File: src/rtl/event_period_meter.sv
// event_period_meter
// ------------------
// Measures the number of clk cycles between successive rising edges of an
// asynchronous event input, then hands each measured period to a downstream
// consumer over a valid/ready interface. It runs continuously: every detected
// edge closes one period and opens the next.
//
// Ports:
//   clk           system clock, all logic on the rising edge
//   reset         synchronous, active-high reset
//   enable        measurement enable; low forces IDLE and clears the counter
//   event_in      asynchronous event input whose rising edges are measured
//   period_out    last captured period in clk cycles (COUNT_W bits)
//   period_valid  period_out holds a result the consumer has not taken yet
//   period_ready  consumer accepts the result when period_valid is high
//   overflow      period_out saturated at 2^COUNT_W-1
//   overrun       sticky: a pending result was overwritten before acceptance
//   busy          high while in the MEASURE state
module event_period_meter #(
    parameter int COUNT_W     = 16,
    parameter int SYNC_STAGES = 2
) (
    input  logic               clk,
    input  logic               reset,
    input  logic               enable,
    input  logic               event_in,
    output logic [COUNT_W-1:0] period_out,
    output logic               period_valid,
    input  logic               period_ready,
    output logic               overflow,
    output logic               overrun,
    output logic               busy
);

    localparam logic [COUNT_W-1:0] COUNT_MAX = '1;
    localparam logic [COUNT_W-1:0] COUNT_ONE = COUNT_W'(1);

    typedef enum logic {
        IDLE    = 1'b0,
        MEASURE = 1'b1
    } state_t;

    state_t state_reg, state_next;

    logic [SYNC_STAGES-1:0] sync_reg;
    logic                   sync_prev_reg;
    logic                   edge_pulse_reg;

    logic [COUNT_W-1:0] counter_reg, counter_next;
    logic [COUNT_W-1:0] period_reg, period_next;
    logic               valid_reg, valid_next;
    logic               overflow_reg, overflow_next;
    logic               overrun_reg, overrun_next;

    // Synchronizer and edge detector. The edge pulse is registered, so the
    // FSM sees it SYNC_STAGES+1 cycles after event_in rises.
    always_ff @(posedge clk) begin
        if (reset) begin
            sync_reg       <= '0;
            sync_prev_reg  <= 1'b0;
            edge_pulse_reg <= 1'b0;
        end else begin
            sync_reg       <= {sync_reg[SYNC_STAGES-2:0], event_in};
            sync_prev_reg  <= sync_reg[SYNC_STAGES-1];
            edge_pulse_reg <= sync_reg[SYNC_STAGES-1] & ~sync_prev_reg;
        end
    end

    // State and datapath registers.
    always_ff @(posedge clk) begin
        if (reset) begin
            state_reg    <= IDLE;
            counter_reg  <= '0;
            period_reg   <= '0;
            valid_reg    <= 1'b0;
            overflow_reg <= 1'b0;
            overrun_reg  <= 1'b0;
        end else begin
            state_reg    <= state_next;
            counter_reg  <= counter_next;
            period_reg   <= period_next;
            valid_reg    <= valid_next;
            overflow_reg <= overflow_next;
            overrun_reg  <= overrun_next;
        end
    end

    always_comb begin
        state_next    = state_reg;
        counter_next  = counter_reg;
        period_next   = period_reg;
        valid_next    = valid_reg;
        overflow_next = overflow_reg;
        overrun_next  = overrun_reg;

        // The handshake completes independently of enable; a capture below
        // may re-assert valid in the same cycle.
        if (valid_reg && period_ready) begin
            valid_next = 1'b0;
        end

        if (!enable) begin
            // Any edge in this cycle is ignored. The overrun flag is only
            // cleared once the FSM has actually settled in IDLE.
            state_next   = IDLE;
            counter_next = '0;
            if (state_reg == IDLE) begin
                overrun_next = 1'b0;
            end
        end else begin
            case (state_reg)
                IDLE: begin
                    counter_next = '0;
                    // First edge only opens a period; nothing to capture yet.
                    if (edge_pulse_reg) begin
                        counter_next = COUNT_ONE;
                        state_next   = MEASURE;
                    end
                end
                MEASURE: begin
                    if (edge_pulse_reg) begin
                        period_next   = counter_reg;
                        overflow_next = (counter_reg == COUNT_MAX);
                        valid_next    = 1'b1;
                        counter_next  = COUNT_ONE;
                        // A simultaneous accept is a clean handoff.
                        if (valid_reg && !period_ready) begin
                            overrun_next = 1'b1;
                        end
                    end else if (counter_reg != COUNT_MAX) begin
                        counter_next = counter_reg + COUNT_ONE;
                    end
                end
                default: state_next = IDLE;
            endcase
        end
    end

    assign period_out   = period_reg;
    assign period_valid = valid_reg;
    assign overflow     = overflow_reg;
    assign overrun      = overrun_reg;
    assign busy         = (state_reg == MEASURE);

endmodule

File: config.mk
export PLATFORM = sky130hd
export DESIGN_NAME = event_period_meter
export DESIGN_NICKNAME = d
export VERILOG_FILES = /design/src/rtl/event_period_meter.sv
export SDC_FILE = /design/constraint.sdc
export NUM_CORES = 1
export LEC_CHECK = 0
export BUFFER_PORTS_ARGS = -buffer_cell sky130_fd_sc_hd__buf_2
export CORE_MARGIN = 3
export CORE_UTILIZATION = 50
export CTS_CLUSTER_DIAMETER = 80
export DETAILED_ROUTE_END_ITERATION = 10
export PLACE_DENSITY = 0.74
export SLEW_MARGIN = 10
export SYNTH_ARGS = -nofsm -noshare
export SYNTH_HDL_FRONTEND = slang
export SYNTH_SLANG_ARGS = --single-unit
export TNS_END_PERCENT = 50
File: constraint.sdc
create_clock -name clk -period 1.5 [get_ports clk]
set_clock_uncertainty 0.05 [all_clocks]
set_input_delay 0.075 -clock clk [delete_from_list [all_inputs] [get_ports clk]]
set_output_delay 0.075 -clock clk [all_outputs]
set_load 0.03 [all_outputs]
# After elaboration in Yosys (flattened, before gate mapping)
# Cells that the tools add are included.
# word_totals
latchBits,0
romBits,0
output_inout_bits,20
elab_cells,42
in_bits,5
mem_bits_rw,0
mem_count,0
register_bits,40
# op_classes
n_mul,0
div,0
add_sub_neg,1
bitwise_logic,4
eq_ne,7
n_lt_le_gt_ge,0
shift,0
mux,15
n_reduce_logical,6
# ops
op,count
2-to-1 mux 16 bit,2
one-hot mux 16 bit (2 select lines),1
"adder 16 x 1 -> 16 bit, second input constant",1
"== test 16 bit, second input constant",1
"!= test 16 bit, second input constant",1
2-to-1 mux 1 bit,12
"!= test 2 x 1 -> 1 bit, second input constant",3
AND reduction 4 bit,1
"!= test 3 x 1 -> 1 bit, second input constant",1
NOT 1 bit,3
AND reduction 3 bit,1
logical AND 1 bit,2
"!= test 2 bit, second input constant",1
OR reduction 2 bit,1
AND 1 bit,1
zero test 1 bit,1

# Logic depth before layout (Yosys ltp)
# Gate-level depths: netlist of the first run.
# logic_depth
depth_word,6
ltp_mapped,6
mapped_depth_nobuf,5

# Least setup slack after synthesis of the first run
# Ideal clock, no wire load.
# synth_timing
path_type,flip-flop to flip-flop
from,"register state_reg, in the netlist busy"
to,"register overflow_reg, in the netlist overflow"
setup_ns,0.070
setup_slack_ns,-0.247
required_time_ns,1.380
stages_incl_launch_ff,7
arrival_ns,1.626
n_path_buf,2
synth_period_minus_slack_ns,1.747
path_cell_list,dfxtp_1 -> ha_1 -> and2_1 -> clkbuf_1 -> clkbuf_1 -> nand2_1 -> a21oi_1
# synth_via
elab_chain_cells,1
# synth_rtl
element,line,text
start: declaration,43,"state_t state_reg, state_next;"
start signal: assignment,79,state_reg <= state_next;
AND reduction 3 bit (no line),-,
end signal: assignment,83,overflow_reg <= overflow_next;
end: declaration,52,"logic overflow_reg, overflow_next;"
# No other way between the ends.
# A chain may end at the register's enable or synchronous reset.

# Worst setup path after layout of the first run
# layout_timing
from,register counter_reg[1]
to,register counter_reg[14]
# layout_via
elab_chain_cells,4
word_cells_on_any_way,6
cone_classes,add/sub: 1; eq/ne: 2; mux: 3
# layout_rtl
element,line,text
start: declaration,49,"logic [COUNT_W-1:0] counter_reg, counter_next;"
start signal: assignment,80,counter_reg <= counter_next;
adder 16 x 1 -> 16 bit,131,counter_next = counter_reg + COUNT_ONE;
2-to-1 mux 16 bit,130,end else if (counter_reg != COUNT_MAX) begin
2-to-1 mux 16 bit,121,if (edge_pulse_reg) begin
one-hot mux 16 bit (2 select lines),111,case (state_reg)
# Parallel ways exist; a longest one is shown, timed or not. The select of a mux whose other input is x is not followed.

==> flow_metrics.env, run 1 <==
export IMPL_nets=253
export IMPL_numPortBuffers=24
export IMPL_ys_warn_count=0
export IMPL_fin_crit_ps=1540
export IMPL_cp_required_ps=1750
export IMPL_cpPeakStageDelay_ps=510
export IMPL_r2r_end="counter_reg[14]"
export IMPL_place_hpwl_um=3000
export IMPL_cp_max_fo=3
export IMPL_dp_slack_ps=-80.5
export IMPL_setup_viol=4
export IMPL_p_int_mw=1.60
export IMPL_drt_initial_drc_count=112
export IMPL_grt_max_degree=23
export IMPL_path_clk_slew_ps=120
export IMPL_cp_end_kind="flip-flop"
export IMPL_min_path_type="in -> reg"
export IMPL_hp_start="reset"
export IMPL_ios=25
export IMPL_min_to="busy"
export IMPL_p_sw_frac=0.193
export IMPL_antenna_found_initial=0
export IMPL_whs_path_depth=3
export IMPL_synthArstFlopShare=0
export IMPL_path_class="reg -> reg"
export IMPL_die_w_um=63.9
export IMPL_ys_ff_latch=40
export IMPL_synth_cells=190
export IMPL_gp_congestion=0.888
export IMPL_clk_latency_ps=350
export IMPL_fmax_mhz=649
export IMPL_die_area_um2=4080
export IMPL_power_leakage_nw=0.951
export IMPL_hold_ws_ps=16.7
export IMPL_r2r_cells=5
export IMPL_seq_area_frac_synth=0.478
export IMPL_synth_common_cells="nand2_1, dfxtp_1, a21oi_1, nor2_1, clkbuf_1"
export IMPL_synth_cell_types=39
export IMPL_avgViaCountPerCell=5.42
export IMPL_syn_to_final_growth_pct=35.9
export IMPL_p_seq_frac=0.539
export IMPL_diodes=0
export IMPL_status="finished with violations"
export IMPL_yosys_area_top_type_share=0.478
export IMPL_tightestPinTransition_ps=367
export IMPL_drt_pass1_iterations=4
export IMPL_grtUsageTotal=0.230
export IMPL_arrival_ps=1780
export IMPL_pwr_share_comb=0.026
export IMPL_vias=1573
export IMPL_avgRoutedWirePerCell_um=14.5
export IMPL_synthMostInstantiatedCell="nand2_1"
export IMPL_ys_top_cells_by_area="dfxtp_1, nand2_1, a21oi_1"
export IMPL_vdd_drop_max_mv=0.669
export IMPL_rows=20
export IMPL_overflow=0
export IMPL_wl_um=4210
export IMPL_max_clock_path_buffers=2
export IMPL_grt_pass1_wl_um=7330
export IMPL_numCtsBuffers=5
export IMPL_crit_chain="ha_4 > and3_4 > nand2_4 > or4_4 > a21oi_2"
export IMPL_drc=0
export IMPL_power_density_nw_per_um2=868
export IMPL_drive_above_1_share=0.390
export IMPL_yosys_area_top_type="dfxtp_1"
export IMPL_rr_startpoint="counter_reg[1]"
export IMPL_critPathTopFamily="simple AND/OR/NAND/NOR gates"
export IMPL_final_period_utilization=1.03
export IMPL_finalMaxSlewViolations=0
export IMPL_rsz0062_at_grt="true"
export IMPL_max_slew_margin=0.753
export IMPL_syn_area_um2=1670
export IMPL_cts_sinks=40
export IMPL_critPathBufInv=0
export IMPL_cts_tree="done"
export IMPL_htree_num_levels=2
export IMPL_start_util=0.535
export IMPL_ys_flop_type="dfxtp_1"
export IMPL_switchingPower_mw=0.381
export IMPL_clockPowerShare=0.435
export IMPL_clockRootBuffer="clkbuf_4"
export IMPL_critPathLaunchType="flip-flop"
export IMPL_antenna_left=0
export IMPL_worst_slack_ps=-39.8
export IMPL_fp_coreArea_um2=3130
export IMPL_postSynthNetCount=197
export IMPL_reg2reg_slack_ps=-40
export IMPL_grt_pass1_vias=1535
export IMPL_die_y_um=63.9
export IMPL_drv_cap=0
export IMPL_violations="setup timing"
export IMPL_finalHoldViolCount=0
export IMPL_syn_avg_cell_area_um2=8.81
export IMPL_critPathSlowestCell="or4_4"
export IMPL_synth_enable_flop_cells=0
[per-stage QoR]
step | cell area, um^2 | setup TNS, ps | total power [mW] | utilization | instances
2_1_floorplan | 1680 | -244 | 1.12 | - | 190
3_3_place_gp | 2030 | -29.9 | 1.14 | 0.649 | 277
3_5_place_dp | 2030 | -538 | 1.14 | 0.649 | 277
4_1_cts | 2240 | -41.1 | 1.98 | 0.716 | 290
5_1_grt | 2280 | -839 | 2.03 | 0.728 | 290
6_report | 2280 | -105 | 1.98 | 0.728 | 290
[power by group through the flow]
stage               Combinational [mW]  Clock, mW  Sequential (mW)
CTS                             0.0500      0.861             1.07
floorplan                       0.0207          0             1.10
global route                    0.0572      0.906             1.07
finish                          0.0511      0.859             1.07
detailed placement              0.0438          0             1.10
global placement                0.0410          0             1.09
[layer usage]
layer	vias to the layer above	global-route usage	share of wire
met3	15	0.0439	0.037
met1	735	0.253	0.40
met2	37	0.422	0.53
met5	-	0	0
met4	0	0.0997	0.033
li1	786	-	-
[how the worst max path moves through the flow]
stage	slack, ps	startpoint	endpoint	cells past startpoint
final	-40	counter_reg[1]	counter_reg[14]	5
after global routing	-130	counter_reg[1]	counter_reg[14]	5
after CTS	-20	counter_reg[1]	counter_reg[14]	5
after detailed placement	-80	counter_reg[0]	counter_reg[13]	5
after global placement	-20	counter_reg[0]	counter_reg[13]	5
after floorplan	-100	counter_reg[0]	counter_reg[10]	5
[cell families after synthesis]
family          synth area share
simple gates               0.323
compound gates             0.151
flops                      0.478
buf+inv                   0.0209
mux                       0.0120
fa+ha+maj                 0.0149
[what timing repair did]
item | CTS | global route
resized for setup | 17 | 12
gates cloned | 0 | 0
hold buffers | 4 | 0
buffers inserted | 2 | 0
hold endpoints to repair | 3 | 0
setup endpoints to repair | 14 | 30
pin swaps | 5 | 4
[cell type report]
| type | count | area [um^2] |
|---|---|---|
| Timing Repair Buffer | 57 | 390 |
| Fill cell | 233 | 852 |
| Sequential cell | 40 | 822 |
| Tap cell | 44 | 55.1 |
| Clock inverter | 2 | 60.1 |
| Multi-Input combinational cell | 142 | 911 |
| Clock buffer | 5 | 37.5 |
[layout by cell type (no fill, tap or decap), drive strengths merged]
master       instances
a211oi               3
a21oi               29
a311oi               1
a31oi                3
and2                 1
and3                 4
and4                 2
buf                 53
bufinv               2
clkbuf               5
dfxtp               40
dlygate4sd3          4
ha                   2
mux2i                2
nand2               44
nand2b               4
nand3                5
nand3b               1
nand4                5
nor2                 9
nor2b                5
nor3                 3
nor4                 2
o211ai               1
o21ai                4
o31ai                4
or2                  1
or3                  2
or4                  4
or4b                 1
[tightest hold or removal path, stage by stage]
cell      delay (ps)
buf_2            110
nand2b_1         140
nor2_1            50
Note: power is estimated with default switching activity, not from simulation.
==> run 2, diff against run 1 <==
--- a/config.mk
+++ b/config.mk
@@ -6,6 +6,7 @@
 export NUM_CORES = 1
 export LEC_CHECK = 0
 export BUFFER_PORTS_ARGS = -buffer_cell sky130_fd_sc_hd__buf_2
+export CORE_ASPECT_RATIO = 1.1
 export CORE_MARGIN = 3
 export CORE_UTILIZATION = 50
 export CTS_CLUSTER_DIAMETER = 80
==> run 2 against run 1 <==
Sequential power hardly changed. Clock power fell by 39%. Routed wire length up 3.5%. The flow still finishes with violations (setup timing). Combinational power about the same.
==> flow_metrics.env, run 2 (same netlist as run 1, synthesis figures left out) <==
export IMPL_stdcell_area_um2=2260
export IMPL_whs_path_depth=4
export IMPL_hp_start="reset"
export IMPL_antenna_left=0
export IMPL_critPathBufInv=0
export IMPL_cts_tree="done"
export IMPL_finalMaxSlewViolations=0
export IMPL_rows=21
export IMPL_final_period_utilization=1.03
export IMPL_fp_coreArea_um2=3130
export IMPL_htree_num_levels=2
export IMPL_grt_max_degree=23
export IMPL_drive_above_1_share=0.410
export IMPL_die_y_um=66.7
export IMPL_clockRootBuffer="clkbuf_4"
export IMPL_fmax_mhz=645
export IMPL_cts_sinks=40
export IMPL_clk_latency_ps=350
export IMPL_max_clock_path_buffers=2
export IMPL_fillers=219
export IMPL_cpPeakStageDelay_ps=500
export IMPL_cp_num_cells=5
export IMPL_crit_chain="ha_4 > and3_4 > nand2_4 > or4_4 > a21oi_1"
export IMPL_r2r_cells=5
export IMPL_violations="setup timing"
export IMPL_die_w_um=61.2
export IMPL_gp_congestion=0.892
export IMPL_syn_to_final_growth_pct=34.8
export IMPL_dp_slack_ps=-102
export IMPL_arrival_ps=1790
export IMPL_drt_pass1_iterations=4
export IMPL_critPathLaunchType="flip-flop"
export IMPL_path_class="reg -> reg"
export IMPL_finalHoldViolCount=0
export IMPL_vdd_drop_max_mv=0.552
export IMPL_dp_cells=269
export IMPL_power_density_nw_per_um2=729
export IMPL_final_common_cell="nand2_1"
export IMPL_grtUsageTotal=0.234
export IMPL_worst_slack_ps=-50.0
export IMPL_numPortBuffers=24
export IMPL_avgRoutedWirePerCell_um=15.3
export IMPL_avgViaCountPerCell=5.60
export IMPL_power_leakage_nw=0.953
export IMPL_place_hpwl_um=3020
export IMPL_crit_start="counter_reg[1]"
export IMPL_cp_required_ps=1740
export IMPL_grt_pass1_vias=1600
export IMPL_critPathTopFamily="simple AND/OR/NAND/NOR gates"
export IMPL_rsz0062_at_grt="true"
export IMPL_numCtsBuffers=5
export IMPL_grt_pass1_wl_um=7000
export IMPL_wl_um=4360
export IMPL_vias=1595
export IMPL_fin_crit_ps=1550
export IMPL_cp_end_kind="flip-flop"
export IMPL_overflow=0
export IMPL_ios=25
export IMPL_critPathSlowestCell="or4_4"
export IMPL_min_path_type="in -> reg"
export IMPL_nets=258
export IMPL_max_slew_margin=0.761
export IMPL_hold_ws_ps=8.81
export IMPL_path_clk_slew_ps=120
export IMPL_drv_cap=0
export IMPL_drc=0
export IMPL_tightestPinTransition_ps=356
export IMPL_dpl_cell_area_um2=2030
export IMPL_diodes=0
export IMPL_die_area_um2=4080
export IMPL_tns_ps=-104
export IMPL_cp_max_fo=3
export IMPL_rr_startpoint="counter_reg[1]"
export IMPL_setup_viol=4
export IMPL_drt_initial_drc_count=111
export IMPL_status="finished with violations"
export IMPL_start_util=0.535
export IMPL_antenna_found_initial=0
export IMPL_final_cells=285
export IMPL_final_cell_mix="nand2_1, buf_4, a21oi_1, dfxtp_1, buf_2"
==> run 2: cell count changes in the layout (fill, tap and decap cells not counted), moves of 2 or more <==
cell,previous run,this run
dfxtp_4,3,0
dfxtp_1,29,27
buf_4,28,33
dfxtp_2,8,13
bufinv_16,2,0
==> run 2: metrics by stage <==
| stage | utilization | power (mW) |
|---|---|---|
| 2_1_floorplan | - | 1.12 |
| 3_3_place_gp | 0.650 | 1.14 |
| 3_5_place_dp | 0.650 | 1.14 |
| 4_1_cts | 0.699 | 1.65 |
| 5_1_grt | 0.722 | 1.71 |
| 6_report | 0.722 | 1.64 |
==> run 2: area by class of cell <==
type | count | area (um^2) | share of cell area
Clock buffer | 5 | 37.5 | 0.0166
Clock inverter | 2 | 12.5 | 0.00554
Multi-Input combinational cell | 142 | 920 | 0.407
Sequential cell | 40 | 817 | 0.362
Tap cell | 34 | 42.5 | 0.0188
Timing Repair Buffer | 62 | 428 | 0.190
==> run 2: what timing repair did <==
item,in CTS,in global routing
endpoints found under the setup margin,15,14
hold buffers,4,0
hold endpoints to repair,3,0
setup buffers,2,3
gates resized for setup,16,13
pin swaps,3,7
==> run 2: power by group <==
part / leakage, nW / switching (mW) / internal [mW] / total, mW
clock: 0.0271 / 0.351 / 0.171 / 0.522
sequential: 0.330 / 0.00369 / 1.07 / 1.07
combinational: 0.596 / 0.0283 / 0.0230 / 0.0513
==> run 2: final timing paths <==
check,to,slack (ps)
setup / recovery,counter_reg[10],-50
hold / removal,counter_reg[0],9
setup reg to reg,counter_reg[10],-50
hold reg to reg,edge_pulse_reg,340
==> run 2: routing by layer <==
metal  share of wire  GRT usage  vias to the layer above  wire, um
met5               0          0                        -         0
met4           0.031      0.106                        0       137
met3           0.033     0.0659                       13       145
met2            0.54      0.423                       36      2350
met1            0.40      0.240                      751      1720
li1                -          -                      795         -
==> run 2: worst reg2reg max path, cell delays in order (launching register included) <==
cell and delay [ps]:
dfxtp_2 370, ha_4 160, and3_4 210, nand2_4 50, or4_4 500, a21oi_1 140
